[config.mk]
export PLATFORM = sky130hd
export DESIGN_NAME = alu_ctrl
export DESIGN_NICKNAME = d
export VERILOG_FILES = /design/src/rtl/alu_ctrl_pkg.sv /design/src/rtl/alu_ctrl_decode.sv /design/src/rtl/alu_ctrl.sv
export SDC_FILE = /design/constraint.sdc
export NUM_CORES = 1
export LEC_CHECK = 0
export ABC_AREA = 1
export CORE_MARGIN = 8
export CORE_UTILIZATION = 38
export CTS_CLUSTER_SIZE = 16
export DETAILED_ROUTE_END_ITERATION = 8
export HOLD_SLACK_MARGIN = 0.05
export PLACE_DENSITY = 0.81
export SYNTH_ARGS = -nofsm -noshare
export SYNTH_HDL_FRONTEND = slang
export SYNTH_SLANG_ARGS = --single-unit
[constraint.sdc]
create_clock -name clk -period 1.4 [get_ports clk]
set_input_delay 0.21 -clock clk [delete_from_list [all_inputs] [get_ports clk]]
set_output_delay 0.21 -clock clk [all_outputs]
set_load 0.01 [all_outputs]
[src/rtl/alu_ctrl_pkg.sv]
// Shared decode constants, FSM state type and ALU select bundle for alu_ctrl.
package alu_ctrl_pkg;

  localparam logic [6:0] OPC_OP     = 7'b0110011;
  localparam logic [6:0] OPC_OPIMM  = 7'b0010011;
  localparam logic [6:0] OPC_BRANCH = 7'b1100011;

  localparam logic [2:0] F3_ADD = 3'b000;
  localparam logic [2:0] F3_SLT = 3'b010;
  localparam logic [2:0] F3_OR  = 3'b110;
  localparam logic [2:0] F3_AND = 3'b111;
  localparam logic [2:0] F3_BEQ = 3'b000;
  localparam logic [2:0] F3_BNE = 3'b001;

  localparam logic [6:0] F7_BASE = 7'b0000000;
  localparam logic [6:0] F7_ALT  = 7'b0100000;

  typedef enum logic [1:0] {
    ST_IDLE,
    ST_EXEC,
    ST_DONE
  } state_t;

  typedef struct packed {
    logic sel_add;
    logic sel_sub;
    logic sel_and;
    logic sel_or;
    logic sel_slt;
  } alu_sel_t;

endpackage

[src/rtl/alu_ctrl_decode.sv]
// Combinational RV32I subset decoder: instruction word to one-hot ALU select,
// immediate-use, branch type and illegal flag. Illegal encodings yield no select.
module alu_decode
  import alu_ctrl_pkg::*;
(
  input  logic [31:0] i_instr,
  output alu_sel_t    o_sel,
  output logic        o_use_imm,
  output logic        o_is_branch,
  output logic        o_br_ne,
  output logic        o_illegal
);

  logic [6:0] w_opc;
  logic [2:0] w_f3;
  logic [6:0] w_f7;
  logic       w_unused_fields;

  assign w_opc = i_instr[6:0];
  assign w_f3  = i_instr[14:12];
  assign w_f7  = i_instr[31:25];
  assign w_unused_fields = ^{i_instr[19:15], i_instr[11:7]};

  always_comb begin
    o_sel       = '0;
    o_use_imm   = 1'b0;
    o_is_branch = 1'b0;
    o_br_ne     = 1'b0;
    o_illegal   = 1'b1;
    case (w_opc)
      OPC_OP: begin
        if (w_f7 == F7_BASE) begin
          o_illegal = 1'b0;
          case (w_f3)
            F3_ADD:  o_sel.sel_add = 1'b1;
            F3_AND:  o_sel.sel_and = 1'b1;
            F3_OR:   o_sel.sel_or  = 1'b1;
            F3_SLT:  o_sel.sel_slt = 1'b1;
            default: o_illegal     = 1'b1;
          endcase
        end else if (w_f7 == F7_ALT && w_f3 == F3_ADD) begin
          o_illegal     = 1'b0;
          o_sel.sel_sub = 1'b1;
        end
      end
      OPC_OPIMM: begin
        o_use_imm = 1'b1;
        o_illegal = 1'b0;
        case (w_f3)
          F3_ADD:  o_sel.sel_add = 1'b1;
          F3_AND:  o_sel.sel_and = 1'b1;
          F3_OR:   o_sel.sel_or  = 1'b1;
          F3_SLT:  o_sel.sel_slt = 1'b1;
          default: o_illegal     = 1'b1;
        endcase
      end
      OPC_BRANCH: begin
        if (w_f3 == F3_BEQ || w_f3 == F3_BNE) begin
          o_illegal     = 1'b0;
          o_is_branch   = 1'b1;
          o_br_ne       = (w_f3 == F3_BNE);
          o_sel.sel_sub = 1'b1;
        end
      end
      default: ;
    endcase
  end

endmodule

[src/rtl/alu_ctrl.sv]
// Three-cycle ALU sequencer: captures an instruction in IDLE, drives the external
// ALU in EXEC, and presents a held completion record in DONE until accepted.
module alu_ctrl
  import alu_ctrl_pkg::*;
#(
  parameter int unsigned WIDTH = 32
) (
  input  logic             clk,
  input  logic             rst,
  input  logic             in_valid,
  output logic             in_ready,
  input  logic [31:0]      instr,
  input  logic [WIDTH-1:0] rs1_data,
  input  logic [WIDTH-1:0] rs2_data,
  output logic [WIDTH-1:0] operand_a,
  output logic [WIDTH-1:0] operand_b,
  output logic             alu_sel_add,
  output logic             alu_sel_sub,
  output logic             alu_sel_and,
  output logic             alu_sel_or,
  output logic             alu_sel_slt,
  input  logic [WIDTH-1:0] alu_result,
  input  logic             alu_zero,
  output logic             out_valid,
  input  logic             out_ready,
  output logic [4:0]       rd_addr,
  output logic [WIDTH-1:0] rd_data,
  output logic             rd_we,
  output logic             branch_taken,
  output logic             illegal
);

  state_t           r_state;
  state_t           w_state_nxt;
  logic [31:0]      r_instr;
  logic [WIDTH-1:0] r_rs1;
  logic [WIDTH-1:0] r_rs2;
  logic [4:0]       r_rd_addr;
  logic [WIDTH-1:0] r_rd_data;
  logic             r_rd_we;
  logic             r_branch_taken;
  logic             r_illegal;

  alu_sel_t         w_dec_sel;
  alu_sel_t         w_sel;
  logic             w_dec_use_imm;
  logic             w_dec_is_branch;
  logic             w_dec_br_ne;
  logic             w_dec_illegal;
  logic             w_hs;
  logic [WIDTH-1:0] w_imm;

  alu_decode u_decode (
    .i_instr     (r_instr),
    .o_sel       (w_dec_sel),
    .o_use_imm   (w_dec_use_imm),
    .o_is_branch (w_dec_is_branch),
    .o_br_ne     (w_dec_br_ne),
    .o_illegal   (w_dec_illegal)
  );

  assign w_hs  = in_valid && in_ready;
  assign w_imm = {{(WIDTH-12){r_instr[31]}}, r_instr[31:20]};

  always_ff @(posedge clk) begin
    if (rst) r_state <= ST_IDLE;
    else     r_state <= w_state_nxt;
  end

  always_comb begin
    w_state_nxt = r_state;
    case (r_state)
      ST_IDLE: if (in_valid) w_state_nxt = ST_EXEC;
      ST_EXEC: w_state_nxt = ST_DONE;
      ST_DONE: if (out_ready) w_state_nxt = ST_IDLE;
      default: w_state_nxt = ST_IDLE;
    endcase
  end

  always_comb begin
    in_ready  = 1'b0;
    out_valid = 1'b0;
    w_sel     = '0;
    operand_a = '0;
    operand_b = '0;
    case (r_state)
      ST_IDLE: in_ready = 1'b1;
      ST_EXEC: begin
        w_sel     = w_dec_sel;
        operand_a = r_rs1;
        operand_b = w_dec_use_imm ? w_imm : r_rs2;
      end
      ST_DONE: out_valid = 1'b1;
      default: ;
    endcase
  end

  assign alu_sel_add = w_sel.sel_add;
  assign alu_sel_sub = w_sel.sel_sub;
  assign alu_sel_and = w_sel.sel_and;
  assign alu_sel_or  = w_sel.sel_or;
  assign alu_sel_slt = w_sel.sel_slt;

  // Record fields only load at the end of EXEC, so they stay frozen through DONE.
  always_ff @(posedge clk) begin
    if (rst) begin
      r_instr        <= '0;
      r_rs1          <= '0;
      r_rs2          <= '0;
      r_rd_addr      <= '0;
      r_rd_data      <= '0;
      r_rd_we        <= 1'b0;
      r_branch_taken <= 1'b0;
      r_illegal      <= 1'b0;
    end else begin
      if (w_hs) begin
        r_instr <= instr;
        r_rs1   <= rs1_data;
        r_rs2   <= rs2_data;
      end
      if (r_state == ST_EXEC) begin
        r_rd_addr      <= r_instr[11:7];
        r_rd_data      <= w_dec_illegal ? '0 : alu_result;
        r_rd_we        <= !w_dec_illegal && !w_dec_is_branch && (r_instr[11:7] != 5'd0);
        r_branch_taken <= !w_dec_illegal && w_dec_is_branch && (w_dec_br_ne ? !alu_zero : alu_zero);
        r_illegal      <= w_dec_illegal;
      end
    end
  end

  assign rd_addr      = r_rd_addr;
  assign rd_data      = r_rd_data;
  assign rd_we        = r_rd_we;
  assign branch_taken = r_branch_taken;
  assign illegal      = r_illegal;

endmodule

==> results by group, run 1 <==
STA
  – Part of the cycle the worst path needs: 147%
  – Actual transition at the worst max-transition pin: 0.539 ns
  – RSZ-0062 raised after global routing: true
  – Fin Setup TNS: -55.46 ns
  – Hold Vio Cnt, Final: 0
  – Time the worst path needs with I/O delays and setup: 2.06 ns
  – Slew margin rel.: 64.1%
  – Number of max-slew violations in the final report: 0
  – Fmax achieved: 486 MHz
  – Final number of setup-violating endpoints: 185
  – Layout Skew: 0.00909 ns
  – Setup slack after layout: -0.659 ns

Cells and area
  – Share of the core filled with cells: 76.7%
  – Fraction of layout instances using a drive strength above 1: 47.3%
  – Most frequent cells in the layout: sky130_fd_sc_hd__clkdlybuf4s50_1, sky130_fd_sc_hd__dfxtp_1, sky130_fd_sc_hd__nor2_1, sky130_fd_sc_hd__nor2_4, sky130_fd_sc_hd__o21ai_2
  – Non-Filler Cell Area, Final: 0.0112 sq mm
  – Most common cell after layout, fill and taps aside: sky130_fd_sc_hd__clkdlybuf4s50_1
  – Area used by sequential logic in the layout: 0.00267 sq mm
  – Area occupied by multi-input gates: 0.00359 sq mm
  – Area growth from synthesis to final layout: 97.1%
  – Final-stage net count: 1,178
  – Fill cell total of the finished layout: 953

Detailed routing
  – DR WL/cell: 19.4 microns
  – Antenna-violating nets left: 0
  – Iteration-0 DRC Markers: approximately 300
  – Number of search-and-repair iterations in the first detailed-routing pass: 5
  – Via total after detailed routing: 6,350
  – Drt total wl: 24.2 mm
  – Count of unresolved DRC violations after routing: 0
  – Via count normalized by instance count: 5.10

Die
  – Area inside the core boundary: 0.0145 sq mm
  – Effective utilization at floorplan: just under 40%
  – Total I/O pin count: 244
  – Height of the die: ~140 microns
  – Die ar.: 0.0191 sq mm
  – Chip width: 138 microns
  – Cell Rows: 44

Critical path
  – Most common cell on crit path: sky130_fd_sc_hd__nand2_4
  – Path type of the worst setup path: reg2out
  – Critical path arrival: 1.85 ns
  – Cell breakdown of the critical path: nand2_2, inv_2, nand2_4, inv_4, nand2_4, inv_8, buf_12, buf_16, buf_4, a21oi_2, buf_2
  – Crit end category: output port
  – Slowest cell on the critical path: sky130_fd_sc_hd__dfxtp_2
  – Required @ worst endpoint: 1.19 ns
  – Worst stage delay on the critical path: 0.33 ns
  – Largest fanout on the critical path: 8
  – Kind of start point of the critical path: flop
  – Number of buffer and inverter instances along the worst setup path: 7
  – Critical path's top delay family: buffers and inverters

Placement
  – Port Buffers: between 200 and 250
  – DP Wirelength: 13.6 mm
  – Post-Place Cell Area: 0.00874 sq mm
  – Final weighted congestion in routability-driven placement: ~0.8

Synth
  – Leading register cell type out of synthesis: sky130_fd_sc_hd__dfxtp_1
  – Post-Syn Area: 0.00566 sq mm
  – Synth async-reset ratio: 0%
  – Number of instances in the synthesized netlist: 715
  – Synth unique cells: 22
  – Number of synthesis warnings: 0
  – Avg Synthesized Cell Area: 7.92 sq um
  – Post-synthesis sequential element count: 133
  – Number of flops mapped to enable cells by yosys: 0
  – Proportion of synthesized chip area in sequential cells: 47.0%
  – Net count after synthesis: 848

Run status
  – Violated checks: negative setup slack
  – Result of the run: finished, violations left

Global route
  – Global-route congestion overflow total: 0
  – Vias in the first global route: 6,610
  – Wire length of the first global-routing pass: 35.6 mm
  – Antenna violations before repair: 2
  – Total GRT Usage: a little under a quarter
  – Maximum number of pins on one net before global-route repair: 43

Power and ir drop
  – Lkg Pwr: 4.62 nW
  – Total chip power: approximately 0.012 W
  – Power density over cell area: 1060 mW/mm^2
  – Peak supply drop: 0.000787 V

Clocking
  – # clock sinks: 133
  – Clock transition at the registers of the reported paths: about 0.060 ns
  – Root Buffer: sky130_fd_sc_hd__clkbuf_16
  – CTS H-tree depth: 4
  – Largest buffer count on any clock path: 2
  – Inserted Clock Buffers: 17
  – TritonCTS clock tree: done
  – Clock Latency Late Sink: 0.41 ns

Flow run
  – Maximum capacitance violations: 0

Min path
  – Worst min path class: in2reg
[power breakdown]
| group | switching [W] | total (W) | leakage, nW | internal (W) |
|---|---|---|---|---|
| logic | 0.00140 | 0.00290 | 3.23 | 0.00150 |
| clock network | 0.00171 | 0.00460 | 0.295 | 0.00289 |
| registers | 0.000202 | 0.00429 | 1.10 | 0.00408 |
[metrics by stage]
stage | std cells | setup WS, ns | hold WS, ns
after global routing | 1244 | -0.744 | 0.412
after detailed placement | 1150 | -0.633 | 0.443
after floorplan | 715 | -0.0259 | 0.279
after global placement | 1150 | -0.588 | 0.438
final | 1245 | -0.659 | 0.414
after CTS | 1235 | -0.638 | 0.380
[cell families (layout without fill, tap and decap cells)]
family / count (synthesis) / after routing / synth area share, %
buffers and inverters: 109 / 452 / 8.42
other: 0 / 3 / 0
AOI/OAI and AO/OA: 192 / 192 / 17.0
DFF: 133 / 133 / 47.0
and+or+nand+nor: 249 / 249 / 21.9
muxes: 32 / 32 / 5.66
[worst paths after layout]
kind | start | endpoint | slack (ns) | cells after the start
max | r_instr[1]$_SDFFE_PP0P_ | operand_b[8] | -0.66 | 11
min | rs2_data[28] | r_rs2[28]$_SDFFE_PP0P_ | 0.41 | 3
max reg2reg | r_instr[6]$_SDFFE_PP0P_ | rd_data[21]$_SDFFE_PP0P_ | -0.58 | 16
min reg2reg | r_rs1[8]$_SDFFE_PP0P_ | r_rs1[8]$_SDFFE_PP0P_ | 0.45 | 2
[metal layers]
| layer | track usage (%) | vias to the layer above | share of wire [%] |
|---|---|---|---|
| met5 | 0 | - | 0 |
| met1 | 25.4 | 2994 | 39 |
| met4 | 11.8 | 0 | 3.6 |
| met2 | 39.8 | 303 | 50 |
| met3 | 7.05 | 65 | 6.9 |
| li1 | - | 2988 | - |
[timing repair]
item	in CTS	in global routing
hold buffers	0	0
pin swaps	29	43
cloned	22	3
endpoints found under the setup margin	224	198
resized for setup	526	234
hold endpoints to repair	0	0
buffers inserted	32	18
[cell usage after synthesis (2+ instances only)]
library cell	count	area, sq um
sky130_fd_sc_hd__inv_1	47	176
sky130_fd_sc_hd__nor3_1	2	10.0
sky130_fd_sc_hd__nand2_4	2	22.5
sky130_fd_sc_hd__a21oi_1	82	410
sky130_fd_sc_hd__o21ai_1	32	160
sky130_fd_sc_hd__buf_12	3	60.1
sky130_fd_sc_hd__o21ai_0	77	385
sky130_fd_sc_hd__buf_2	15	75.1
sky130_fd_sc_hd__dfxtp_1	133	2660
sky130_fd_sc_hd__mux2i_1	32	320
sky130_fd_sc_hd__nor2_4	33	372
sky130_fd_sc_hd__clkbuf_1	30	113
sky130_fd_sc_hd__nand2_1	38	143
sky130_fd_sc_hd__nand3_1	8	40.0
sky130_fd_sc_hd__nor2_1	155	582
sky130_fd_sc_hd__inv_2	14	52.6
sky130_fd_sc_hd__nand2_2	7	43.8
[final cells by class]
class / instances / share of cell area, %
clock inverter: 13 / 1.39
inverter: 61 / 2.36
clock buffer: 19 / 4.06
timing repair buffer: 359 / 33.9
multi-input combinational: 473 / 32.2
sequential: 133 / 24.0
tap: 184 / 2.06
antenna: 3 / 0.0673
[tightest hold or removal path: stages]
cell and delay, ns:
sky130_fd_sc_hd__clkdlybuf4s50_1 0.40, sky130_fd_sc_hd__o21ai_1 0.13, sky130_fd_sc_hd__nor2_1 0.05
[flip-flops by register name, summed over array words and instances (netlist names)]
| register | count |
|---|---|
| rd_data | 32 |
| illegal | 1 |
| r_rs2 | 32 |
| r_state | 2 |
| rd_we | 1 |
| r_instr | 27 |
| r_rs1 | 32 |
| rd_addr | 5 |
| branch_taken | 1 |
Note: power is estimated with default switching activity, not from simulation.
==> inputs of run 2 (changes only) <==
--- a/config.mk
+++ b/config.mk
@@ -12,6 +12,7 @@
 export DETAILED_ROUTE_END_ITERATION = 8
 export HOLD_SLACK_MARGIN = 0.05
 export PLACE_DENSITY = 0.81
+export RECOVER_POWER = 50
 export SYNTH_ARGS = -nofsm -noshare
 export SYNTH_HDL_FRONTEND = slang
 export SYNTH_SLANG_ARGS = --single-unit
==> results of run 2 <==
Same layout as run 1: the final DEF is identical, and so are final timing and power.
